--- src/rtl/color_pkg.sv ---
// Shared types and constants for the UART colour frame loader.
// Latency: n/a (types, constants and a pure helper function only).
// Backpressure: n/a.
package color_pkg;

    // Frame parser states
    typedef enum logic [1:0] {
        ST_IDLE    = 2'd0,
        ST_PAYLOAD = 2'd1,
        ST_CHECK   = 2'd2
    } state_t;

    // Number of colour bytes carried between the sync byte and the checksum
    localparam int PAYLOAD_BYTES = 12;

    // Default frame start marker
    localparam logic [7:0] DEFAULT_SYNC_BYTE = 8'hA5;

    // Width of the shadow buffer that collects one frame's payload
    localparam int SHADOW_BITS = PAYLOAD_BYTES * 8;

    // Bytes per quadrant colour (R, G, B)
    localparam int QUAD_BYTES = 3;

    // Payload byte 0 (R0) sits in the top byte of the shadow buffer, so
    // quadrant q is the q-th 24-bit slice counted from the top.
    function automatic logic [23:0] quad_color(input logic [SHADOW_BITS-1:0] sh,
                                               input int q);
        return sh[SHADOW_BITS-1-24*q -: 24];
    endfunction

endpackage

--- src/rtl/byte_timeout.sv ---
// Inter-byte idle watchdog: counts clocks while running without a byte strobe.
// Latency: expired is combinational from the count; it asserts in the cycle the count sits at the limit.
// Backpressure: none; kick (a received byte) always wins over expiry in the same cycle.
module byte_timeout #(
    parameter int TIMEOUT_CYCLES = 100000
) (
    input  logic clk,
    input  logic rst,
    input  logic run,
    input  logic kick,
    output logic expired
);

    localparam int CW = (TIMEOUT_CYCLES > 2) ? $clog2(TIMEOUT_CYCLES) : 1;
    localparam logic [CW-1:0] LIMIT = CW'(TIMEOUT_CYCLES - 1);

    logic [CW-1:0] count;

    // Idle counter: held at zero while not running or when a byte arrives,
    // otherwise counts up and parks at the limit.
    always_ff @(posedge clk or posedge rst) begin
        if (rst) begin
            count <= '0;
        end else if (!run || kick) begin
            count <= '0;
        end else if (count != LIMIT) begin
            count <= count + CW'(1);
        end
    end

    // A byte arriving on the threshold cycle suppresses the timeout.
    assign expired = run && !kick && (count == LIMIT);

endmodule

--- src/rtl/color_loader.sv ---
// Parses UART frames (sync, 12 colour bytes, XOR checksum) into four 24-bit quadrant colours.
// Latency: rgb0..rgb3 and color_valid update on the edge that samples a correct checksum byte.
// Backpressure: none; rx_valid is a strobe that is never stalled, stray bytes in IDLE are dropped.
module color_loader
    import color_pkg::*;
#(
    parameter logic [7:0] SYNC_BYTE      = DEFAULT_SYNC_BYTE,
    parameter int         TIMEOUT_CYCLES = 100000
) (
    input  logic        clk,
    input  logic        rst,
    input  logic        rx_valid,
    input  logic [7:0]  rx_data,
    output logic [23:0] rgb0,
    output logic [23:0] rgb1,
    output logic [23:0] rgb2,
    output logic [23:0] rgb3,
    output logic        color_valid,
    output logic        frame_err,
    output logic        busy
);

    localparam logic [3:0] LAST_IDX = 4'(PAYLOAD_BYTES - 1);

    state_t                 state;
    state_t                 state_nxt;
    logic [3:0]             idx;
    logic [7:0]             xor_acc;
    logic [SHADOW_BITS-1:0] shadow;

    logic frame_start;
    logic accept;
    logic commit;
    logic cks_bad;
    logic tmo;
    logic expired;

    // Idle watchdog runs only while a frame is open; every byte kicks it.
    byte_timeout #(
        .TIMEOUT_CYCLES(TIMEOUT_CYCLES)
    ) u_timeout (
        .clk     (clk),
        .rst     (rst),
        .run     (busy),
        .kick    (rx_valid),
        .expired (expired)
    );

    assign busy = (state == ST_PAYLOAD) || (state == ST_CHECK);

    // Next-state and event decode; a sync value inside a frame is plain data.
    always_comb begin
        state_nxt   = state;
        frame_start = 1'b0;
        accept      = 1'b0;
        commit      = 1'b0;
        cks_bad     = 1'b0;
        tmo         = 1'b0;
        case (state)
            ST_IDLE: begin
                if (rx_valid && (rx_data == SYNC_BYTE)) begin
                    frame_start = 1'b1;
                    state_nxt   = ST_PAYLOAD;
                end
            end
            ST_PAYLOAD: begin
                if (rx_valid) begin
                    accept = 1'b1;
                    if (idx == LAST_IDX) begin
                        state_nxt = ST_CHECK;
                    end
                end else if (expired) begin
                    tmo       = 1'b1;
                    state_nxt = ST_IDLE;
                end
            end
            ST_CHECK: begin
                if (rx_valid) begin
                    state_nxt = ST_IDLE;
                    if (rx_data == xor_acc) begin
                        commit = 1'b1;
                    end else begin
                        cks_bad = 1'b1;
                    end
                end else if (expired) begin
                    tmo       = 1'b1;
                    state_nxt = ST_IDLE;
                end
            end
            default: begin
                state_nxt = ST_IDLE;
            end
        endcase
    end

    // State register
    always_ff @(posedge clk or posedge rst) begin
        if (rst) begin
            state <= ST_IDLE;
        end else begin
            state <= state_nxt;
        end
    end

    // Byte index and running checksum; both restart on every sync byte.
    always_ff @(posedge clk or posedge rst) begin
        if (rst) begin
            idx     <= '0;
            xor_acc <= '0;
        end else if (frame_start) begin
            idx     <= '0;
            xor_acc <= '0;
        end else if (accept) begin
            idx     <= idx + 4'd1;
            xor_acc <= xor_acc ^ rx_data;
        end
    end

    // Shadow buffer collects payload bytes so a partial frame never reaches the outputs.
    always_ff @(posedge clk or posedge rst) begin
        if (rst) begin
            shadow <= '0;
        end else if (accept) begin
            for (int i = 0; i < PAYLOAD_BYTES; i++) begin
                if (idx == 4'(i)) begin
                    shadow[SHADOW_BITS-1-8*i -: 8] <= rx_data;
                end
            end
        end
    end

    // Visible colours change only when a frame's checksum matches.
    always_ff @(posedge clk or posedge rst) begin
        if (rst) begin
            rgb0 <= '0;
            rgb1 <= '0;
            rgb2 <= '0;
            rgb3 <= '0;
        end else if (commit) begin
            rgb0 <= quad_color(shadow, 0);
            rgb1 <= quad_color(shadow, 1);
            rgb2 <= quad_color(shadow, 2);
            rgb3 <= quad_color(shadow, 3);
        end
    end

    // One-cycle status pulses; commit and error are mutually exclusive by decode.
    always_ff @(posedge clk or posedge rst) begin
        if (rst) begin
            color_valid <= 1'b0;
            frame_err   <= 1'b0;
        end else begin
            color_valid <= commit;
            frame_err   <= cks_bad | tmo;
        end
    end

endmodule
--- config.mk ---
export PLATFORM = sky130hd
export DESIGN_NAME = color_loader
export DESIGN_NICKNAME = d
export VERILOG_FILES = /design/src/rtl/color_pkg.sv /design/src/rtl/byte_timeout.sv /design/src/rtl/color_loader.sv
export SDC_FILE = /design/constraint.sdc
export NUM_CORES = 1
export LEC_CHECK = 0
export ABC_AREA = 1
export BUFFER_PORTS_ARGS = -buffer_cell sky130_fd_sc_hd__buf_2
export CAP_MARGIN = 40
export CORE_AREA = 2 2 135 137
export DETAILED_ROUTE_END_ITERATION = 10
export DIE_AREA = 0 0 137 139
export PLACE_DENSITY = 0.73
export SYNTH_ARGS = -nofsm -noshare
export SYNTH_HDL_FRONTEND = slang
export SYNTH_HIERARCHICAL = 1
export SYNTH_SLANG_ARGS = --single-unit
--- constraint.sdc ---
create_clock -name clk -period 7.6 [get_ports clk]
set_input_delay 0 -clock clk [delete_from_list [all_inputs] [get_ports clk]]
set_output_delay 0 -clock clk [all_outputs]
set_load 0.01 [all_outputs]
# == Yosys cells after proc, flatten, opt, wreduce, memory -nomap -nowiden ==
# Index checks and enable logic that the tools add are counted.
# op_classes
addsub,2
multipliers,0
div_mod_pow,0
n_lt_le_gt_ge,0
n_eq_ne,19
shifts,0
n_mux,25
bitwise,2
reduce_logical,25
# op_table
cell,count
$mux 17,2
$reduce_and 2->1,13
$add 17x1->17 const B,1
$eq 17x17->1 const B,1
$ne 17x17->1 const B,1
$eq 4x3->1 const B,4
$eq 4x4->1 const B,4
$mux 8,2
$mux 1,13
$mux 2,5
$eq 4x2->1 const B,2
$eq 8x8->1,1
$eq 8x8->1 const B,1
$mux 4,2
$xor 8x8->8,1
$pmux 2 s3,1
$add 4x1->4 const B,1
$eq 4x1->1 const B,1
$logic_not 4->1,1
$reduce_bool 2->1,2
$logic_and 1x1->1,3
$ne 3x2->1 const B,1
$eq 2x1->1 const B,1
$eq 2x2->1 const B,1
other kinds (6),8
# totals
register_bits,225
latchBits,0
mem_bits_rw,0
mem_bits_ro,0
out_inout_bits,99
word_cells,95
mem_count,0

# == Logic depth before layout (Yosys ltp) ==
# logic_depth
depth_word,8
depth_mapped,11
ltp_nobuf,11

# == Cells and area by module ==
# The synthesis kept the hierarchy.
# modules_own_cells
mod,instances,cells_each,area_per_inst_um2,seq_area_each_um2
color_loader,1,919,8388.0,5205.0
byte_timeout,1,161,1069.8,425.4

# == Worst setup path after synthesis ==
# Ideal clock, no wire load.
# synth_path
kind,flip-flop to flip-flop
startpoint,register state[0]
endpoint,register state[1]
setup_time_ns,0.065
t_arrival_ns,1.588
required_time_ns,7.535
slack_ns,5.947
path_stages_with_launch,12
synth_period_minus_slack_ns,1.653
path_cell_list,dfrtp_1 > inv_1 > ha_1 > nand3_1 > nor2_1 > nand3_1 > inv_2 > o21ai_0 > nand2_1 > a21oi_1 > nand3_1 > nand2_1
# synth_via
elab_chain_len,7
word_cells_on_any_way,13
classes_between,eq/ne: 4; mux: 4; reduce/logical: 5
# synth_rtl
item,line_no,rtl
"start, declared",color_loader.sv:25,state_t state;
"start signal, assigned",color_loader.sv:101,state <= state_nxt;
$eq 2x1->1 / $eq 2x2->1 (equally long branches),color_loader.sv:49,assign busy = (state == ST_PAYLOAD) || (state == ST_CHECK);
$logic_or 1x1->1 (*),color_loader.sv:49,
via busy,color_loader.sv:20,output logic busy
$logic_and 1x1->1 (*) (2 in series),byte_timeout.sv:32,assign expired = run && !kick && (count == LIMIT);
via expired,color_loader.sv:36,logic expired;
$mux 2 (*),--,
"$mux 2, on equally long branches",--,
$pmux 2 s3 (*),color_loader.sv:59,case (state)
# Mark *: on every way through the listed nets, which the timed path passes. The rest lies on a longest branch.
# A chain may end at the register's enable or synchronous reset.

# == Final worst setup path ==
# layout_path
startpoint,register state[1]
endpoint,register shadow[33]
# layout_via
elab_chain_len,3
# layout_rtl
item,line_no,rtl
$eq 2x1->1,color_loader.sv:59,
$mux 1,color_loader.sv:59,
$reduce_and 2->1 (no line),--,
"end signal, assigned by index",color_loader.sv:126,shadow[SHADOW_BITS-1-8*i -: 8] <= rx_data;
"end, declared",color_loader.sv:29,logic [SHADOW_BITS-1:0] shadow;
# No other way between the ends.

==> parameters.txt <==
Parameter                              Value

Yosys
  Cell area after synthesis    9458 sq um
  #FFs+latches synth    225
  Number of enable-type register cells in the synthesized netlist    0
  Gate count after technology mapping    approximately 1100
  Post-Synthesis Mean Instance Area    8.757 sq um
  Share of flip-flops with an asynchronous set or reset after synthesis    1.000
  Biggest area consumer among synthesized cells    sky130_fd_sc_hd__dfrtp_1
  Largest cells by area after synthesis    sky130_fd_sc_hd__dfrtp_1 (60%), sky130_fd_sc_hd__nand2_1 (16%), sky130_fd_sc_hd__nand4_1 (6.7%)
  Most used flip-flop cell after synthesis    sky130_fd_sc_hd__dfrtp_1
  Yosys warning total    6
  Post-synthesis sequential area ratio    0.5953
  Synth Net Count    1100
  Area share of the largest cell type after synthesis    0.5953
  Number of distinct standard cells referenced by the synthesized netlist    25

Setup path
  Highest fanout seen on the critical path    23
  Most prevalent standard cell on the critical path    sky130_fd_sc_hd__inv_1
  Data required, critical path    8000 ps
  Worst setup path endpoint    shadow[33]$_DFFE_PP0P_
  Delay of the slowest cell on the worst path    between 400 and 500 ps
  Worst setup path start    state[1]$_DFFE_PP0P_
  Dominant delay contributor by cell family on the critical path    simple AND/OR/NAND/NOR gates
  Data arrival time of the critical path    roughly 2800 ps
  Slowest CP cell    sky130_fd_sc_hd__nand3_1
  Worst path buffer plus inverter count    2
  Kind of end point of the critical path    register
  Reg-to-reg critical path endpoint    shadow[33]$_DFFE_PP0P_
  Crit start category    register
  Reg2Reg Setup Slack    around 5200 ps
  Beginning of the worst register-to-register path    state[1]$_DFFE_PP0P_
  Worst path cell trace    inv_1 > ha_1 > nand2_1 > inv_1 > nand3_1 > o21ai_0
  Critical Path Stages    6
  Path depth of the worst reg2reg path    6
  Setup Crit Path Kind    register to register

Power
  PwrDens    between 300 and 400 nW/um^2
  Peak supply drop    a little over 0.2 mV
  Share of power burned in the clock network    0.329
  Proportion of total power due to net switching    0.3046
  Seq pwr share    0.488
  Switching power of the nets    roughly 1.0 mW
  Int Power    2.301 mW
  Power share of the combinational group    0.183
  Static power due to leakage    a little under 6 nW

Die
  Die span in x    roughly 140 um
  Initial core utilization    0.5356
  Number of primary I/O pins    110
  Num rows    ~50
  Area inside the core boundary    17660 sq um
  Die Y-Extent    between 100 and 150 um
  Total die area    ~19000 sq um

Hold path
  Class of the most critical hold timing path    input port to async pin

Route
  Mean routed wirelength per cell    15.98 um
  Vias/cell    around 5.5
  Final Routed Wirelength    around 22000 um
  Count of unresolved DRC violations after routing    0
  Total number of vias    7700
  Number of violations reported at the end of detailed-routing iteration 0    ~600
  Number of nets still failing antenna checks after routing    0
  Number of iterations in the first detailed-routing pass    5

Clock network
  Number of gates resized after CTS    0
  Root cell of the clock tree    sky130_fd_sc_hd__clkbuf_16
  Total clock buffers created by CTS    23
  Clock Path Buffers    3
  Skew-Pair Late Insertion Delay    between 500 and 600 ps
  CTS Hold Bufs    11
  CTS tree    done
  Clock-pin transition on the worst setup and hold timing paths    60 ps
  Level count of the clock H-tree    1
  Buffer count from post-CTS setup fixing    0
  Clock tree sinks    about 230

Job
  Max Cap Violations    0

GRT
  Residual overflow from global routing    0
  Largest net degree at the start of global routing    between 100 and 150
  Antenna violations before repair    0
  Total routing resource utilization after global routing    0.2425
  Via count of the first global-routing pass    7365
  Global-route wire length before repair    about 37000 um

Timing
  Total Negative Setup Slacks    0 ps
  Final-report setup violation count    0
  Relative slew margins    0.4385
  Final critical path time including I/O delays and setup    2409 ps
  Number of endpoints with negative hold slack in the final report    0
  F_max    between 0.4 and 0.5 GHz
  Unrepaired setup endpoints after global routing    false
  Share of the clock period used by the worst path    0.3169
  Number of pins exceeding their max-slew limit in the final report    0
  Slew of the pin with the lowest slew margin    around 840 ps
  Maximum clock skew at final layout    roughly 21 ps

Layout
  Area taken by flip-flops and latches    ~5600 sq um
  Area added between synthesis and finish    16.39%
  Multi-input combinational cell area    roughly 3300 sq um
  Antenna fix cells    0
  Number of nets in the layout    roughly 1200
  Share of layout cells above drive strength 1    0.1494
  Fillers    roughly 1500
  Non-filler instance count after layout    around 1400

Place
  Final weighted congestion of routability-driven global placement    roughly 0.9
  HPWL reported at the end of detailed placement    between 10000 and 15000 um
  Count of port buffers added during placement    roughly 110
  # placed instances    ~1400

Run status
  Result of the run    finished clean
-- cell families after synthesis --
kind of cell / Yosys count / synth area share
AO/OA/AOI/OAI: 120 / 0.06390
flip-flops: 225 / 0.5953
XOR/XNOR: 2 / 0.001852
AND/OR/NAND/NOR: 594 / 0.2734
adder cells (fa/ha/maj): 9 / 0.01191
buffers and inverters: 130 / 0.05358
-- power by group through the flow --
stage                     sequential, mW  combinational (mW)  clock [mW]
after floorplan                     1.59               0.466           0
after global placement              1.62               0.555           0
after detailed placement            1.63               0.598           0
after CTS                           1.61               0.608        1.11
after global routing                1.64               0.706        1.15
final                               1.62               0.607        1.09
-- state kept, by name, summed over array words and instances, names as in the netlist --
name             count
shadow              96
rgb0                24
rgb1                24
rgb2                24
rgb3                24
u_timeout/count     17
xor_acc              8
idx                  4
state                2
color_valid          1
frame_err            1
-- cell usage in the layout, fill, tap and decap left out, types with 3 or more instances in the layout --
cell	netlist	layout
sky130_fd_sc_hd__ha_1	9	9
sky130_fd_sc_hd__nor2_2	7	7
sky130_fd_sc_hd__clkbuf_16	0	23
sky130_fd_sc_hd__clkbuf_1	43	3
sky130_fd_sc_hd__nand2_1	402	402
sky130_fd_sc_hd__inv_2	10	10
sky130_fd_sc_hd__buf_12	0	3
sky130_fd_sc_hd__dlygate4sd3_1	0	11
sky130_fd_sc_hd__buf_2	15	109
sky130_fd_sc_hd__nor2_1	45	45
sky130_fd_sc_hd__nor2_4	3	3
sky130_fd_sc_hd__o21ai_0	110	110
sky130_fd_sc_hd__dfrtp_1	225	225
sky130_fd_sc_hd__nand2_2	3	3
sky130_fd_sc_hd__buf_4	0	4
sky130_fd_sc_hd__a21oi_1	6	6
sky130_fd_sc_hd__nand4_1	102	102
sky130_fd_sc_hd__nand3_1	24	24
sky130_fd_sc_hd__nor3_1	3	3
sky130_fd_sc_hd__inv_1	55	54
-- cells in the mapped netlist, types with 6 or more instances --
cell type                  count
sky130_fd_sc_hd__nand2_1     402
sky130_fd_sc_hd__dfrtp_1     225
sky130_fd_sc_hd__o21ai_0     110
sky130_fd_sc_hd__nand4_1     102
sky130_fd_sc_hd__inv_1        55
sky130_fd_sc_hd__nor2_1       45
sky130_fd_sc_hd__clkbuf_1     43
sky130_fd_sc_hd__nand3_1      24
sky130_fd_sc_hd__buf_2        15
sky130_fd_sc_hd__inv_2        10
sky130_fd_sc_hd__ha_1          9
sky130_fd_sc_hd__nor2_2        7
sky130_fd_sc_hd__a21oi_1       6
sky130_fd_sc_hd__buf_1         6
-- final cells by class --
class	instances	share of cell area
flip-flops and latches	225	0.5115
multi-input cells	725	0.3023
repair buffers	129	0.07274
clock buffers	28	0.05581
well taps	229	0.02603
inverters	66	0.02319
clock inverters	5	0.008411
-- metal layers --
layer  track usage  vias up  part of all wire
met5             0        -                 0
met3       0.03216       46             0.053
met4       0.07813        0             0.028
li1              -     3718                 -
met1        0.3506     3710              0.45
met2        0.3818      226              0.47
-- how the worst min path moves through the flow --
stage	depth (start not counted)	start	to
2_1_floorplan	1	rst	u_timeout/count[0]$_DFFE_PP0P_
3_3_place_gp	2	rst	u_timeout/count[3]$_DFFE_PP0P_
3_5_place_dp	2	rst	u_timeout/count[3]$_DFFE_PP0P_
4_1_cts	3	rst	u_timeout/count[1]$_DFFE_PP0P_
5_1_grt	3	rst	u_timeout/count[5]$_DFFE_PP0P_
6_report	3	rst	u_timeout/count[1]$_DFFE_PP0P_
-- worst reg2reg max path: stages (launching register included) --
cell and delay (ps):
sky130_fd_sc_hd__dfrtp_1 410, sky130_fd_sc_hd__inv_1 120, sky130_fd_sc_hd__ha_1 200, sky130_fd_sc_hd__nand2_1 440
sky130_fd_sc_hd__inv_1 300, sky130_fd_sc_hd__nand3_1 480, sky130_fd_sc_hd__o21ai_0 350
-- through the flow --
step / hold slack, ps / power [mW] / worst slack [ps] / cell area (sq um) / util
floorplan: -73.93 / 2.057 / 1919 / 9458 / -
detailed placement: 197.7 / 2.224 / 5248 / 10190 / 0.5772
CTS: 202.8 / 3.326 / 5219 / 11010 / 0.6234
global placement: 190.7 / 2.172 / 5308 / 10080 / 0.5706
global route: 267.5 / 3.497 / 4958 / 11010 / 0.6234
finish: 184.3 / 3.309 / 5191 / 11010 / 0.6234
No activity file was read; power rests on OpenSTA's default activity.
